### config.mk
export PLATFORM = sky130hd
export DESIGN_NAME = mux_scan_sequencer
export DESIGN_NICKNAME = d
export VERILOG_FILES = /design/src/rtl/mux_scan_pkg.sv /design/src/rtl/mux_scan_next_ch.sv /design/src/rtl/mux_scan_sequencer.sv
export SDC_FILE = /design/constraint.sdc
export NUM_CORES = 1
export LEC_CHECK = 0
export BUFFER_PORTS_ARGS = -buffer_cell sky130_fd_sc_hd__buf_4
export CAP_MARGIN = 20
export CORE_UTILIZATION = 33
export CTS_CLUSTER_SIZE = 40
export DETAILED_ROUTE_END_ITERATION = 8
export SLEW_MARGIN = 40
export SYNTH_ARGS = -nofsm -noshare
export SYNTH_HDL_FRONTEND = slang
export SYNTH_SLANG_ARGS = --single-unit
### constraint.sdc
create_clock -name clk -period 5.9 [get_ports clk]
set_input_delay 0.295 -clock clk [delete_from_list [all_inputs] [get_ports clk]]
set_output_delay 0.295 -clock clk [all_outputs]
set_load 0.005 [all_outputs]
### src/rtl/mux_scan_pkg.sv
// Shared types and constants for the mux_4to1 scan sequencer.
package mux_scan_pkg;

    localparam int N_CH  = 4;
    localparam int SEL_W = 2;

    typedef enum logic [1:0] {IDLE, DWELL, HOLD} scan_state_t;

endpackage

### src/rtl/mux_scan_next_ch.sv
// Finds the lowest set bit of mask strictly above cur.
// With first=1 the search starts below channel 0, i.e. it returns the lowest set bit.
module mux_scan_next_ch
    import mux_scan_pkg::*;
(
    input  logic [N_CH-1:0]  mask,
    input  logic [SEL_W-1:0] cur,
    input  logic             first,
    output logic [SEL_W-1:0] nxt,
    output logic             found
);

    // Descending scan so the lowest qualifying channel is the last one written.
    always_comb begin
        nxt   = '0;
        found = 1'b0;
        for (int i = N_CH - 1; i >= 0; i--) begin
            if (mask[i] && (first || (i > int'(cur)))) begin
                nxt   = SEL_W'(i);
                found = 1'b1;
            end
        end
    end

endmodule

### src/rtl/mux_scan_sequencer.sv
// Sweeps the enabled channels of a mux_4to1 in ascending order, dwelling on
// each select before sampling y_in, and offers the assembled word on a
// valid/ready handshake.
// Optional: MUX_SCAN_AUTORESTART_EN makes the HOLD handshake restart the
// same scan instead of returning to IDLE.
module mux_scan_sequencer
    import mux_scan_pkg::*;
#(
    parameter int DWELL = 2,
    parameter int CNT_W = 8
) (
    input  logic             clk,
    input  logic             rst,
    input  logic             start,
    input  logic [N_CH-1:0]  ch_en,
    output logic [SEL_W-1:0] s,
    input  logic             y_in,
    output logic [N_CH-1:0]  word,
    output logic             word_valid,
    input  logic             word_ready,
    output logic             busy
);

    // The DWELL parameter hides the package's DWELL state name, so the state
    // is always written fully qualified.
    localparam logic [CNT_W-1:0] DWELL_M1 = CNT_W'(DWELL - 1);

    scan_state_t      state_q, state_d;
    logic [N_CH-1:0]  en_q, en_d;
    logic [CNT_W-1:0] cnt_q, cnt_d;
    logic [SEL_W-1:0] s_d;
    logic [N_CH-1:0]  word_d;
    logic             vld_d;

    logic [N_CH-1:0]  first_mask;
    logic [SEL_W-1:0] first_ch, next_ch;
    logic             first_found, next_found;

    // In IDLE the first channel comes from the live mask; on a restart it
    // comes from the latched one.
    assign first_mask = (state_q == IDLE) ? ch_en : en_q;

    mux_scan_next_ch u_first (
        .mask  (first_mask),
        .cur   ('0),
        .first (1'b1),
        .nxt   (first_ch),
        .found (first_found)
    );

    mux_scan_next_ch u_next (
        .mask  (en_q),
        .cur   (s),
        .first (1'b0),
        .nxt   (next_ch),
        .found (next_found)
    );

    assign busy = (state_q != IDLE);

    // Next-state and next-output logic; every register holds by default.
    always_comb begin
        state_d = state_q;
        en_d    = en_q;
        cnt_d   = cnt_q;
        s_d     = s;
        word_d  = word;
        vld_d   = word_valid;
        case (state_q)
            IDLE: begin
                // first_found doubles as the ch_en != 0 test
                if (start && first_found) begin
                    en_d    = ch_en;
                    word_d  = '0;
                    s_d     = first_ch;
                    cnt_d   = DWELL_M1;
                    state_d = mux_scan_pkg::DWELL;
                end
            end
            mux_scan_pkg::DWELL: begin
                if (cnt_q != '0) begin
                    cnt_d = cnt_q - CNT_W'(1);
                end else begin
                    word_d[s] = y_in;
                    if (next_found) begin
                        s_d   = next_ch;
                        cnt_d = DWELL_M1;
                    end else begin
                        state_d = HOLD;
                        vld_d   = 1'b1;
                    end
                end
            end
            HOLD: begin
                if (word_valid && word_ready) begin
                    vld_d = 1'b0;
`ifdef MUX_SCAN_AUTORESTART_EN
                    word_d  = '0;
                    s_d     = first_ch;
                    cnt_d   = DWELL_M1;
                    state_d = mux_scan_pkg::DWELL;
`else
                    s_d     = '0;
                    state_d = IDLE;
`endif
                end
            end
            default: state_d = IDLE;
        endcase
    end

    // State and output registers with synchronous reset.
    always_ff @(posedge clk) begin
        if (rst) begin
            state_q    <= IDLE;
            en_q       <= '0;
            cnt_q      <= '0;
            s          <= '0;
            word       <= '0;
            word_valid <= 1'b0;
        end else begin
            state_q    <= state_d;
            en_q       <= en_d;
            cnt_q      <= cnt_d;
            s          <= s_d;
            word       <= word_d;
            word_valid <= vld_d;
        end
    end

endmodule

==> results.toml <==
[status]
run_status = "completed"

[drt]
via_count = 1340
initialDrtViolationCount = 68
totalWireLength_um = 3240
post_drt_wl_per_cell_um = 13.4
detail_route.vias_per_cell = 5.54
drc_errors = 0
antenna_left = 0
routed_wire_length_on_met3_um = 86
maxUsedRoutingLayer = "met4"
detailed_routing_wirelength_on_met1_um = 1680
drt-pass1-iter-count = 5
detailroute.wirelength.met2_um = 1440

[synth]
syn-cell-area_um2 = 1420
synth_cells = 181
synth-main-ff-cell = "dfxtp_1"
synth.ff_latch_count = 21
avgSynthCellArea_um2 = 7.87
post-synth-top-area-fraction_pct = 29.5
synth_nets = 197
synth_seq_area_share_pct = 29.5
synth.distinct_cells = 42
synth_area_leaders = "dfxtp_1, a21oi_1, ha_1"
synth_async_sr_flop_share_pct = 0
ys.warnings.count = 0
synth_enable_flop_cells = 0
biggest_area_consumer_among_synthesized_cells = "dfxtp_1"

[timing]
rsz0062_at_grt = "no"
hold_viol_final = 0
slew_headroom_pct = 58.3
final.period_utilization_pct = 41.7
finalSetupViolCount = 0
max_freq_mhz = 406
final_max_slew_viol_count = 0
final.setup.tns_ns = 0
timing.clock.skew_ns = 0.00337
max_slew.worst_pin.slew_ns = 0.625
layout_min_cycle_time_ns = 2.46

[final_layout]
final_common_cell = "dfxtp_1"
fraction_of_final_layout_cells_with_drive_strength_greater_than_1_pct = 13.0
layout.nets = 209
num-fill-cells = 410
seqCellArea_um2 = 420
area_growth_pct = 11.9
finish.instance_area_um2 = 1590
multi_input_area_um2 = 910
antenna_cells_inserted = 0
most-common-layout-cells = "dfxtp_1, a21oi_1, nor2_1"

[clocking]
clock-root-buffer = "clkbuf_8"
cts_num_sinks = 21
ctsHtreeMaxLevel = 1
cts.clk_slew.worst_paths_ns = 0.08
post_cts.resized_instances = 0
tritoncts = "done"
ctsLongestPathBuffers = 2
insertion_delay_ns = 0.26
cts-hold-fix-buffers = 0
number_of_buffers_added_for_setup_after_cts = 0
cts_buffer_count = 3

[floorplanning]
chipWidth_um = 67.7
initial_utilization_pct = 35.1
die_h_um = 67.7
pin_count = 17
placement_rows = 23
core_area_um2 = 4060
die_area_um2 = 4580

[global_route]
grt_antenna_before_repair = 0
grt_pass1_vias = 1252
pin_count_of_the_biggest_net_entering_global_routing = 24
grt_overflow_total = 0
grt_usage_pct = 16.4
grt_first_pass_wirelength_um = 5780

[critical_path]
worstPathCellList = "inv_1, ha_1, or2_1, nand3_2, or4b_1, or3_1, a211oi_1"
critical_path.endpoint = "cnt_q[7]"
critical-path-max-stage-delay_ns = 0.52
critPathArrivalTime_ns = 2.65
worstReg2RegStart = "state_q[1]"
setup.worst_path.start_class = "flip-flop"
crit_slowest_cell = "or4b_1"
rr_endpoint = "cnt_q[7]"
endpoint_kind = "flip-flop"
timing.critical_path.from = "state_q[1]"
cp_num_buf_inv = 1
reg2reg_setup_slack_ns = 3.44
timing.critical_path.required_ns = 6.08
timing.critical_path.fanout_max = 15
crit_cells = 7
critical_path.top_delay_family = "simple AND/OR/NAND/NOR gates"
path_class = "flip-flop to flip-flop"
reg2regPathDepth = 7

[place]
port_buffers = 16
gp_congestion = 0.888
detailedPlacementHpwl_um = 2390
placed_area_um2 = 1550

[power]
total_power_density_per_cell_area_nw_per_um2 = 531
power_uw = 845
leak_pwr_nw = 0.615
irDropWorstVdd_v = 0.000220

[min_path]
worst_hold_path_type = "input pin to flip-flop"

[run]
max_cap_viols = 0
[cell families after synthesis]
family,share of synthesized area (%)
and+or+nand+nor,28.6
adders and majority gates,6.15
AOI/OAI and AO/OA,26.3
muxes,2.90
buffers and inverters,6.59
DFF,29.5
[state kept, by name, summed over array words and instances, names as in the netlist]
| name | count |
|---|---|
| s | 2 |
| word_valid | 1 |
| cnt_q | 8 |
| state_q | 2 |
| en_q | 4 |
| word | 4 |
[tightest hold or removal path, stage by stage]
cell	delay (ns)
buf_4	0.10
mux2i_1	0.06
nor2_1	0.09
[power by group]
part	total [mW]	switching, mW	internal, mW
combinational	0.516	0.306	0.210
clock	0.0967	0.0497	0.0471
sequential	0.233	0.0475	0.186
total	0.845	0.403	0.443
[final cells by class]
class,instances,area share (%)
clock buffer,3,2.59
clock inverter,1,0.314
multi-input combinational,142,57.1
tap,50,3.93
inverter,9,2.12
timing repair buffer,16,7.54
sequential,21,26.4
[synth_stat cells (2+ instances only)]
cell        n
dfxtp_1    21
a21oi_1    20
nor2_1     17
nand2_1    13
inv_1       9
nand3_1     8
a211oi_1    7
ha_1        7
nor3_1      7
o21ai_0     7
clkbuf_1    5
or3_1       5
a31oi_1     4
nor2b_1     4
o31ai_1     4
a21o_1      3
and3_1      3
mux2i_1     3
nand4_1     3
o211ai_1    3
buf_6       2
nand2b_1    2
nand3b_1    2
o2111ai_1   2
o21a_1      2
or4_1       2
[stage by stage]
step	std cells	util [%]	setup WS [ns]	hold slack [ns]
3_5_place_dp	238	38.1	3.46	0.473
5_1_grt	242	39.3	3.25	0.342
6_report	242	39.3	3.44	0.321
2_1_floorplan	181	-	3.78	0.371
3_3_place_gp	238	38.1	3.53	0.470
4_1_cts	242	39.3	3.44	0.313
[per-layer routing]
metal	vias to the layer above	track usage, %
li1	691	-
met1	627	22.6
met2	18	26.2
met3	4	2.36
met4	0	4.79
met5	-	0
[worst min path at each step]
stage                        start  endpoint  slack [ns]  cells after the start
after floorplan                rst  cnt_q[1]        0.37                      1
after global placement     word[0]   word[0]        0.47                      2
after detailed placement   word[0]   word[0]        0.47                      2
after CTS                 ch_en[3]   en_q[3]        0.31                      3
after global routing      ch_en[3]   en_q[3]        0.34                      3
final                     ch_en[3]   en_q[3]        0.32                      3
No activity file was read; power rests on OpenSTA's default activity.
